<file path="config.mk">
export PLATFORM = sky130hd
export DESIGN_NAME = vga_timing_pattern_gen
export DESIGN_NICKNAME = d
export VERILOG_FILES = /design/src/rtl/vga_timing_pattern_gen.sv
export SDC_FILE = /design/constraint.sdc
export NUM_CORES = 1
export LEC_CHECK = 0
export ABC_CLOCK_PERIOD_IN_PS = 6600
export BUFFER_PORTS_ARGS = -buffer_cell sky130_fd_sc_hd__buf_2
export CORE_ASPECT_RATIO = 1.2
export CORE_UTILIZATION = 46
export DETAILED_ROUTE_END_ITERATION = 16
export PLACE_DENSITY = 0.67
export RECOVER_POWER = 25
export SETUP_SLACK_MARGIN = 0.3
export SYNTH_ARGS = -nofsm -noshare
export SYNTH_HDL_FRONTEND = slang
export SYNTH_SLANG_ARGS = --single-unit
export TNS_END_PERCENT = 100
</file>
<file path="constraint.sdc">
create_clock -name CLK -period 6.6 [get_ports CLK]
set_clock_uncertainty 0.15 [all_clocks]
set_input_delay 0 -clock CLK [delete_from_list [all_inputs] [get_ports CLK]]
set_output_delay 0 -clock CLK [all_outputs]
set_load 0.005 [all_outputs]
</file>
<file path="src/rtl/vga_timing_pattern_gen.sv">
// vga_timing_pattern_gen
// Parametrised raster timing generator with built-in test patterns.
// Optional crosshair cursor overlay is enabled by defining VGA_CURSOR_EN,
// which adds the CUR_X / CUR_Y ports. Without it the output is the plain pattern.
// All outputs are registered and describe the same pixel, one clock after
// the counter state that produced them.
module vga_timing_pattern_gen #(
    parameter int H_ACTIVE  = 1280,
    parameter int H_FP      = 48,
    parameter int H_SYNC    = 112,
    parameter int H_BP      = 248,
    parameter int V_ACTIVE  = 1024,
    parameter int V_FP      = 1,
    parameter int V_SYNC    = 3,
    parameter int V_BP      = 38,
    parameter int HSYNC_POL = 1,
    parameter int VSYNC_POL = 1,
    parameter int COLOR_W   = 4,
    parameter int CNT_W     = 12
) (
    input  logic                   CLK,
    input  logic                   RST_N,
    input  logic [1:0]             MODE,
    input  logic [3*COLOR_W-1:0]   SOLID,
`ifdef VGA_CURSOR_EN
    input  logic [CNT_W-1:0]       CUR_X,
    input  logic [CNT_W-1:0]       CUR_Y,
`endif
    output logic                   HSYNC,
    output logic                   VSYNC,
    output logic                   DE,
    output logic [CNT_W-1:0]       X,
    output logic [CNT_W-1:0]       Y,
    output logic                   FRAME_START,
    output logic                   LINE_START,
    output logic [COLOR_W-1:0]     R,
    output logic [COLOR_W-1:0]     G,
    output logic [COLOR_W-1:0]     B
);

    // ------------------------------------------------------------------
    // Derived timing constants
    // ------------------------------------------------------------------
    localparam int H_TOTAL = H_ACTIVE + H_FP + H_SYNC + H_BP;
    localparam int V_TOTAL = V_ACTIVE + V_FP + V_SYNC + V_BP;
    localparam int BAR_W   = H_ACTIVE / 8;
    localparam int PIX_W   = 3 * COLOR_W;

    localparam logic [CNT_W-1:0] H_ACT_C     = CNT_W'(H_ACTIVE);
    localparam logic [CNT_W-1:0] H_SYNC_BEG  = CNT_W'(H_ACTIVE + H_FP);
    localparam logic [CNT_W-1:0] H_SYNC_END  = CNT_W'(H_ACTIVE + H_FP + H_SYNC);
    localparam logic [CNT_W-1:0] H_LAST      = CNT_W'(H_TOTAL - 1);
    localparam logic [CNT_W-1:0] V_ACT_C     = CNT_W'(V_ACTIVE);
    localparam logic [CNT_W-1:0] V_SYNC_BEG  = CNT_W'(V_ACTIVE + V_FP);
    localparam logic [CNT_W-1:0] V_SYNC_END  = CNT_W'(V_ACTIVE + V_FP + V_SYNC);
    localparam logic [CNT_W-1:0] V_LAST      = CNT_W'(V_TOTAL - 1);

    localparam logic HS_ON = (HSYNC_POL != 0);
    localparam logic VS_ON = (VSYNC_POL != 0);

    localparam logic [PIX_W-1:0] WHITE = {PIX_W{1'b1}};
    localparam logic [PIX_W-1:0] BLACK = {PIX_W{1'b0}};

    // ------------------------------------------------------------------
    // Raster counters
    // ------------------------------------------------------------------
    logic [CNT_W-1:0] hcnt_reg, hcnt_next;
    logic [CNT_W-1:0] vcnt_reg, vcnt_next;
    logic             h_last;
    logic             v_last;

    assign h_last = (hcnt_reg == H_LAST);
    assign v_last = (vcnt_reg == V_LAST);

    // Next-count logic: hcnt wraps every line, vcnt steps on each hcnt wrap.
    always_comb begin
        hcnt_next = hcnt_reg + 1'b1;
        vcnt_next = vcnt_reg;
        if (h_last) begin
            hcnt_next = '0;
            vcnt_next = v_last ? '0 : (vcnt_reg + 1'b1);
        end
    end

    // Counter state registers.
    always_ff @(posedge CLK or negedge RST_N) begin
        if (!RST_N) begin
            hcnt_reg <= '0;
            vcnt_reg <= '0;
        end else begin
            hcnt_reg <= hcnt_next;
            vcnt_reg <= vcnt_next;
        end
    end

    // ------------------------------------------------------------------
    // Region decode for the pixel currently addressed by the counters
    // ------------------------------------------------------------------
    logic h_active, v_active, h_sync, v_sync, active, at_origin;

    assign h_active  = (hcnt_reg < H_ACT_C);
    assign v_active  = (vcnt_reg < V_ACT_C);
    assign h_sync    = (hcnt_reg >= H_SYNC_BEG) && (hcnt_reg < H_SYNC_END);
    assign v_sync    = (vcnt_reg >= V_SYNC_BEG) && (vcnt_reg < V_SYNC_END);
    assign active    = h_active && v_active;
    assign at_origin = (hcnt_reg == '0) && (vcnt_reg == '0);

    // ------------------------------------------------------------------
    // Frame-stable controls. At the origin pixel the live input is used so
    // the new value already applies to pixel (0,0); elsewhere the shadow
    // copy taken at the origin keeps the whole frame consistent.
    // ------------------------------------------------------------------
    logic [1:0] mode_reg;
    logic [1:0] mode_eff;

    assign mode_eff = at_origin ? MODE : mode_reg;

`ifdef VGA_CURSOR_EN
    logic [CNT_W-1:0] cur_x_reg, cur_y_reg;
    logic [CNT_W-1:0] cur_x_eff, cur_y_eff;

    assign cur_x_eff = at_origin ? CUR_X : cur_x_reg;
    assign cur_y_eff = at_origin ? CUR_Y : cur_y_reg;

    // Cursor position shadow, refreshed only at the start of a frame.
    always_ff @(posedge CLK or negedge RST_N) begin
        if (!RST_N) begin
            cur_x_reg <= '0;
            cur_y_reg <= '0;
        end else if (at_origin) begin
            cur_x_reg <= CUR_X;
            cur_y_reg <= CUR_Y;
        end
    end
`endif

    // Pattern-select shadow, refreshed only at the start of a frame.
    always_ff @(posedge CLK or negedge RST_N) begin
        if (!RST_N) begin
            mode_reg <= 2'd0;
        end else if (at_origin) begin
            mode_reg <= MODE;
        end
    end

    // ------------------------------------------------------------------
    // Colour bars: the bar index is the number of bar edges already passed.
    // Edges sit at multiples of BAR_W; anything past the seventh edge falls
    // into the last (black) bar, which absorbs the remainder columns.
    // ------------------------------------------------------------------
    logic [6:0] bar_ge;
    logic [2:0] bar_idx;

    genvar gi;
    generate
        for (gi = 0; gi < 7; gi++) begin : g_bar_edge
            localparam logic [CNT_W-1:0] EDGE = CNT_W'((gi + 1) * BAR_W);
            assign bar_ge[gi] = (hcnt_reg >= EDGE);
        end
    endgenerate

    // Count the passed bar edges to form the bar index.
    always_comb begin
        bar_idx = 3'd0;
        for (int i = 0; i < 7; i++) begin
            bar_idx = bar_idx + {2'b00, bar_ge[i]};
        end
    end

    // Bar order white, yellow, cyan, green, magenta, red, blue, black maps
    // neatly onto the inverted index bits: R=~idx[1], G=~idx[2], B=~idx[0].
    logic [PIX_W-1:0] bar_pix;
    assign bar_pix = {{COLOR_W{~bar_idx[1]}},
                      {COLOR_W{~bar_idx[2]}},
                      {COLOR_W{~bar_idx[0]}}};

    // ------------------------------------------------------------------
    // Pattern selection, cursor overlay and blanking
    // ------------------------------------------------------------------
    logic [PIX_W-1:0] pat_pix;
    logic [PIX_W-1:0] ovl_pix;
    logic [PIX_W-1:0] rgb_next;

    // Select the test pattern colour for the addressed pixel.
    always_comb begin
        pat_pix = BLACK;
        case (mode_eff)
            2'd0: pat_pix = SOLID;
            2'd1: pat_pix = bar_pix;
            2'd2: pat_pix = ((hcnt_reg[4:0] == 5'd0) || (vcnt_reg[4:0] == 5'd0))
                            ? WHITE : BLACK;
            default: pat_pix = (hcnt_reg[5] ^ vcnt_reg[5]) ? WHITE : BLACK;
        endcase
    end

`ifdef VGA_CURSOR_EN
    // Crosshair: invert the pattern on the cursor row and column.
    always_comb begin
        ovl_pix = pat_pix;
        if ((hcnt_reg == cur_x_eff) || (vcnt_reg == cur_y_eff)) begin
            ovl_pix = ~pat_pix;
        end
    end
`else
    // No overlay in this build: pattern passes straight through.
    always_comb begin
        ovl_pix = pat_pix;
    end
`endif

    assign rgb_next = active ? ovl_pix : BLACK;

    // ------------------------------------------------------------------
    // Output registers: everything sampled from the same counter state
    // ------------------------------------------------------------------
    logic                 hsync_reg, vsync_reg, de_reg;
    logic                 frame_start_reg, line_start_reg;
    logic [CNT_W-1:0]     x_reg, y_reg;
    logic [PIX_W-1:0]     rgb_reg;

    // Register sync, enable, coordinates, strobes and colour together.
    always_ff @(posedge CLK or negedge RST_N) begin
        if (!RST_N) begin
            hsync_reg       <= ~HS_ON;
            vsync_reg       <= ~VS_ON;
            de_reg          <= 1'b0;
            x_reg           <= '0;
            y_reg           <= '0;
            frame_start_reg <= 1'b0;
            line_start_reg  <= 1'b0;
            rgb_reg         <= '0;
        end else begin
            hsync_reg       <= h_sync ? HS_ON : ~HS_ON;
            vsync_reg       <= v_sync ? VS_ON : ~VS_ON;
            de_reg          <= active;
            x_reg           <= hcnt_reg;
            y_reg           <= vcnt_reg;
            frame_start_reg <= at_origin;
            line_start_reg  <= (hcnt_reg == '0) && v_active;
            rgb_reg         <= rgb_next;
        end
    end

    assign HSYNC       = hsync_reg;
    assign VSYNC       = vsync_reg;
    assign DE          = de_reg;
    assign X           = x_reg;
    assign Y           = y_reg;
    assign FRAME_START = frame_start_reg;
    assign LINE_START  = line_start_reg;
    assign R           = rgb_reg[3*COLOR_W-1:2*COLOR_W];
    assign G           = rgb_reg[2*COLOR_W-1:COLOR_W];
    assign B           = rgb_reg[COLOR_W-1:0];

endmodule
</file>
# After elaboration in Yosys (flattened, before gate mapping)
# Cells that the tools add are included.
# word_totals
regBits	67
input_bits	16
out_inout_bits	41
elab_cells	60
# classes
add_sub_neg	8
magnitude_cmp	13
n_eq_ne	4
n_mux	9
bitwise_logic	4
reduce_logical	11
# ops
operator	count
$mux W12	5
$lt A12 B11 Y1 const B	4
$ge A12 B10 Y1 const B	3
$ge A12 B11 Y1 const B	3
$pmux W12 S3	1
$add A12 B1 Y12 const B	2
$eq A12 B11 Y1 const B	2
$ge A12 B9 Y1 const B	2
$logic_not A12 Y1	2
$add A3 B1 Y3	4
$ge A12 B8 Y1 const B	1
$logic_not A5 Y1	2
$logic_and A1 B1 Y1	5
$add A2 B1 Y3	1
$not A1 Y1	3
$add A1 B1 Y2	1
$eq A2 B1 Y1 const B	1
$eq A2 B2 Y1 const B	1
$logic_not A2 Y1	1
$mux W1	2
$mux W2	1
$logic_or A1 B1 Y1	1
$xor A1 B1 Y1	1

# Logic depth before layout (Yosys ltp)
# logic_depth
ltp_word	10
depth_mapped	11
ltp_nobuf	10

# Worst setup path before layout
# OpenSTA, ideal clock, no wires.
# synth_path
kind	register to register
start	reg hcnt_reg[10]
end	reg rgb_reg[10]
setup_time_ps	99
arrival_ps	3466
required_time_ps	6351
setup_slack_ps	2885
stages_incl_launch_ff	11
n_path_buf	1
period_less_slack_ps	3715
path_cell_list	dfrtp_1 buf_4 or3_1 nor3_1 fa_1 fa_1 inv_1 fa_1 fa_1 o21bai_1 a311oi_1
# synth_between
elab_chain_cells	10
elab_cells_between_ends	24
classes_between	add/sub: 6; order compare: 8; eq/ne: 2; mux: 3; bitwise: 1; reduce/logical: 4
# synth_lines
item	line_no	source
from (decl)	67	logic [CNT_W-1:0] hcnt_reg, hcnt_next;
from (signal assigned)	91	hcnt_reg <= hcnt_next;
$ge A12 B8 Y1 / $ge A12 B9 Y1 (equally long branches)	158	assign bar_ge[gi] = (hcnt_reg >= EDGE);
$add A1 B1 Y2	166	bar_idx = bar_idx + {2'b00, bar_ge[i]};
$add A2 B1 Y3	166	
$add A3 B1 Y3 (4 in a row)	166	
$not A1 Y1	173	assign bar_pix = {{COLOR_W{~bar_idx[1]}},
$pmux W12 S3	187	case (mode_eff)
$mux W12 *	211	assign rgb_next = active ? ovl_pix : BLACK;
via rgb_next[10]	182	logic [PIX_W-1:0] rgb_next;
to (signal assigned)	240	rgb_reg <= rgb_next;
to (decl)	219	logic [PIX_W-1:0] rgb_reg;
# The timed path passes the listed nets; every way through them passes the cells marked *.
# A chain may end at the register's enable or synchronous reset.

# Worst setup path after layout
# layout_path
start	reg hcnt_reg[10]
end	reg rgb_reg[5]
# layout_between
elab_chain_cells	10
elab_cells_between_ends	24
classes_between	add/sub: 6; order compare: 8; eq/ne: 2; mux: 3; bitwise: 1; reduce/logical: 4
# layout_lines
item	line_no	source
$ge A12 B8 Y1 / $ge A12 B9 Y1 (equally long branches)	158	
$add A1 B1 Y2	166	
$add A2 B1 Y3	166	
$add A3 B1 Y3 (4 in a row)	166	
$not A1 Y1	174	{COLOR_W{~bar_idx[2]}},
$pmux W12 S3	187	
$mux W12 *	211	
via rgb_next[5]	182	
# Marked as above.

==> results_tabular.tex <==
\begin{tabular}{lr}
\hline
Metric & Value \\
\hline
\multicolumn{2}{l}{\textbf{Clock tree}} \\
Latest clock arrival within the worst-skew pair & 0.34 ns \\
Buffer count from post-CTS setup fixing & 0 \\
Clk sink count & 67 \\
Number of buffers on the longest clock path & 2 \\
Clock buffers created by TritonCTS & 9 \\
Total number of H-tree levels & 3 \\
Post-CTS resize count & 0 \\
Cell chosen for the clock root & sky130\_fd\_sc\_hd\_\_clkbuf\_8 \\
TritonCTS clock tree & yes \\
Clk slew on worst S/H paths & 0.07 ns \\
\multicolumn{2}{l}{\textbf{Synthesis}} \\
Asr flop ratio synth & 100\% \\
Most used flip-flop cell after synthesis & sky130\_fd\_sc\_hd\_\_dfrtp\_1 \\
EDFF count, synth & 0 \\
Top cell type's share of synthesized area & 55.3\% \\
Synth top cells by count & sky130\_fd\_sc\_hd\_\_dfrtp\_1 (67), sky130\_fd\_sc\_hd\_\_nand2\_1 (16), sky130\_fd\_sc\_hd\_\_nor2\_1 (16) \\
Post-synthesis sequential element count & 67 \\
Fraction of the yosys area taken by sequential cells & 55.3\% \\
Count of mapped cells out of synthesis & 270 \\
Main area contributors after synthesis & sky130\_fd\_sc\_hd\_\_dfrtp\_1 (55\%), sky130\_fd\_sc\_hd\_\_a311oi\_1 (3.5\%), sky130\_fd\_sc\_hd\_\_fa\_1 (2.6\%), sky130\_fd\_sc\_hd\_\_xor2\_1 (2.6\%), sky130\_fd\_sc\_hd\_\_nand3\_1 (2.1\%) \\
Netlist area before placement & 3030 um\^{}2 \\
Count of cell types in the netlist & 46 \\
Yosys warns & 0 \\
Dominant cell type by area after synthesis & sky130\_fd\_sc\_hd\_\_dfrtp\_1 \\
Avg Inst Size Synth & 11.2 um\^{}2 \\
Top-count cell post-synth & sky130\_fd\_sc\_hd\_\_dfrtp\_1 \\
Syn Nets & 295 \\
\multicolumn{2}{l}{\textbf{Final layout}} \\
Sequential cell area & 1680 um\^{}2 \\
Area delta synth->final & 22.5\% \\
Number of filler cells placed in the layout & 561 \\
Fraction of final layout cells with drive strength greater than 1 & 22.4\% \\
Combined area of the multi-input logic cells & 1230 um\^{}2 \\
Post-layout nets & 366 \\
Post-layout instance area & 3710 um\^{}2 \\
Diodes inserted & 0 \\
\multicolumn{2}{l}{\textbf{STA}} \\
Share of the cycle needed by the critical path after routing & 59.3\% \\
Fin Setup TNS & 0 ns \\
Worst Max-Slew Pin Slew & 0.901 ns \\
Fmax & 0.255 GHz \\
Number of pins with negative max-slew slack in the final report & 0 \\
Headroom to the max-slew limit & 40.0\% \\
Setup repair after global routing missed its margin & no \\
Worst path setup slack after routing & 2.69 ns \\
Final worst path period need & 3.91 ns \\
Hold Fails Final Rpt & 0 \\
Total setup violations reported at the end of the flow & 0 \\
\multicolumn{2}{l}{\textbf{Drt}} \\
Iteration count of the initial detailed-routing pass & 4 \\
Via count normalized by instance count & 5.37 \\
Detail-routed net length per standard cell & 14.6 um \\
Remaining number of nets flagged by the antenna check after routing & 0 \\
Total wire length after detailed routing & 6280 um \\
Via Count & 2305 \\
Iter 0 DRT Violations & 93 \\
Drt drc & 0 \\
\multicolumn{2}{l}{\textbf{Global route}} \\
Maximum number of pins on one net before global-route repair & 68 \\
GRT Overall Usage & 19.9\% \\
Number of antenna violations at the first check in global routing & 0 \\
GR Overflow Total & 0 \\
Global-route wire length before repair & 10700 um \\
Vias in the first global route & 2174 \\
\multicolumn{2}{l}{\textbf{Critical path}} \\
WP data required & 6.67 ns \\
Worst R2R Setup Slack & 2.69 ns \\
Startpoint-to-endpoint class of the critical path & reg2reg \\
Crit-path leading delay family & adder cells \\
Cell repeated most along the worst path & sky130\_fd\_sc\_hd\_\_fa\_1 \\
List of cells traversed by the critical path & or3\_1, nor3\_1, fa\_1, fa\_1, inv\_1, fa\_1, fa\_1, o21bai\_1, a311oi\_1 \\
Combined buffer and inverter count along the critical path & 1 \\
Largest driver fanout on the critical path & 11 \\
Max incr delay on CP & 0.54 ns \\
Data arrival time of the critical path & 3.99 ns \\
Kind of end point of the critical path & register \\
Element type at the critical path start & register \\
Crit-path slowest cell & sky130\_fd\_sc\_hd\_\_fa\_1 \\
\multicolumn{2}{l}{\textbf{Place}} \\
Total placed instance area & 3340 um\^{}2 \\
Input/output buffers & 56 \\
RePlAce Congestion & 0.789 \\
Minimum setup slack after placement & 2.71 ns \\
Total half-perimeter wirelength after legalization and detailed placement & 4100 um \\
\multicolumn{2}{l}{\textbf{Power and ir drop}} \\
Internal & 615 uW \\
Power per unit of standard cell area & 209 nW/um\^{}2 \\
Pwr Total & 777 uW \\
Proportion of power drawn by combinational gates & 5.1\% \\
Relative contribution of sequential cells to total power & 53.8\% \\
Static leakage power & 1.72 nW \\
Largest vdd supply drop & 0.000179 V \\
Switching power & 162 uW \\
Relative contribution of the clock network to total power & 41.1\% \\
Switching part of the total power & 20.9\% \\
\multicolumn{2}{l}{\textbf{Outcome}} \\
Run status & finished clean \\
\multicolumn{2}{l}{\textbf{Floorplanning}} \\
Die Wd & 76.1 um \\
Floorplan core area & 6410 um\^{}2 \\
Initial core utilization & 47.3\% \\
Row count & 32 \\
Top Ports & 57 \\
Die area & 6920 um\^{}2 \\
Height of the die & 90.9 um \\
\multicolumn{2}{l}{\textbf{Worst hold path}} \\
Worst hold path class & in2async \\
\multicolumn{2}{l}{\textbf{Job}} \\
Count of maximum capacitance violations & 0 \\
\hline
\end{tabular}
[power groups by stage]
stage,logic [mW],clock network [mW],registers [mW]
after detailed placement,0.0316,0,0.426
final,0.0394,0.320,0.418
after global routing,0.0444,0.345,0.418
after CTS,0.0397,0.327,0.418
after global placement,0.0309,0,0.426
after floorplan,0.0103,0,0.427
[per-stage QoR]
| stage | hold WS (ns) | cells | util (%) |
|---|---|---|---|
| finish | 0.211 | 429 | 57.9 |
| detailed placement | 0.0871 | 396 | 52.2 |
| global route | 0.314 | 429 | 57.9 |
| CTS | 0.251 | 429 | 58.0 |
| global placement | 0.0777 | 396 | 52.2 |
| floorplan | -0.446 | 270 | - |
[per-layer routing]
layer | vias to the layer above | GRT usage [%] | part of all wire (%)
met5 | - | 0 | 0
met4 | 0 | 9.13 | 2.3
met3 | 13 | 5.33 | 3.8
met2 | 58 | 30.7 | 48
met1 | 1121 | 26.3 | 46
li1 | 1113 | - | -
[final timing paths]
| path | startpoint | to | depth (start not counted) |
|---|---|---|---|
| max | hcnt_reg[10] | rgb_reg[5] | 9 |
| min | RST_N | hcnt_reg[0] | 3 |
| max reg2reg | hcnt_reg[10] | rgb_reg[5] | 9 |
| min reg2reg | vcnt_reg[1] | Y[1] | 0 |
| max in group asynchronous | RST_N | rgb_reg[3] | 3 |
| min in group CLK | vcnt_reg[1] | Y[1] | 0 |
[cell usage in the layout, fill, tap and decap left out, types with 7 or more instances in the layout]
cell / n
sky130_fd_sc_hd__a311oi_1: 12
sky130_fd_sc_hd__o21ai_0: 12
sky130_fd_sc_hd__nand3_1: 13
sky130_fd_sc_hd__xnor2_1: 7
sky130_fd_sc_hd__dlygate4sd3_1: 19
sky130_fd_sc_hd__nand4_1: 8
sky130_fd_sc_hd__nor3_1: 10
sky130_fd_sc_hd__clkbuf_8: 10
sky130_fd_sc_hd__xor2_1: 9
sky130_fd_sc_hd__o21ai_1: 10
sky130_fd_sc_hd__nor2_1: 16
sky130_fd_sc_hd__dfrtp_1: 67
sky130_fd_sc_hd__a21oi_1: 7
sky130_fd_sc_hd__nand2_1: 16
sky130_fd_sc_hd__buf_2: 54
sky130_fd_sc_hd__inv_1: 9
[area by class of cell]
class                      instances  share of cell area [%]
clock buffer                      11                    3.81
clock inverter                     3                    1.08
inverter                           9                   0.910
multi-input combinational        177                    33.2
sequential                        67                    45.2
tap                               85                    2.86
timing repair buffer              77                    13.0
[cell families after synthesis]
family	Yosys count	synth area share, %
and+or+nand+nor	100	19.8
DFF	67	55.3
AOI/OAI and AO/OA	51	11.1
buffers and inverters	26	4.09
xor gates and xnor gates	16	4.62
adders and majority gates	9	4.71
muxes	1	0.371
[what timing repair did]
item                                    in CTS  in global routing
endpoints found under the hold margin       81                  0
endpoints found under the setup margin       0                  0
hold buffers                                19                  0
[worst register-to-register path, cell delays in order, from the launching register on]
cell and delay (ns):
sky130_fd_sc_hd__dfrtp_1 0.49, sky130_fd_sc_hd__or3_1 0.43, sky130_fd_sc_hd__nor3_1 0.27, sky130_fd_sc_hd__fa_1 0.47, sky130_fd_sc_hd__fa_1 0.54, sky130_fd_sc_hd__inv_1 0.05, sky130_fd_sc_hd__fa_1 0.43, sky130_fd_sc_hd__fa_1 0.36
sky130_fd_sc_hd__o21bai_1 0.21, sky130_fd_sc_hd__a311oi_1 0.39
(Power assumes the default switching activity.)
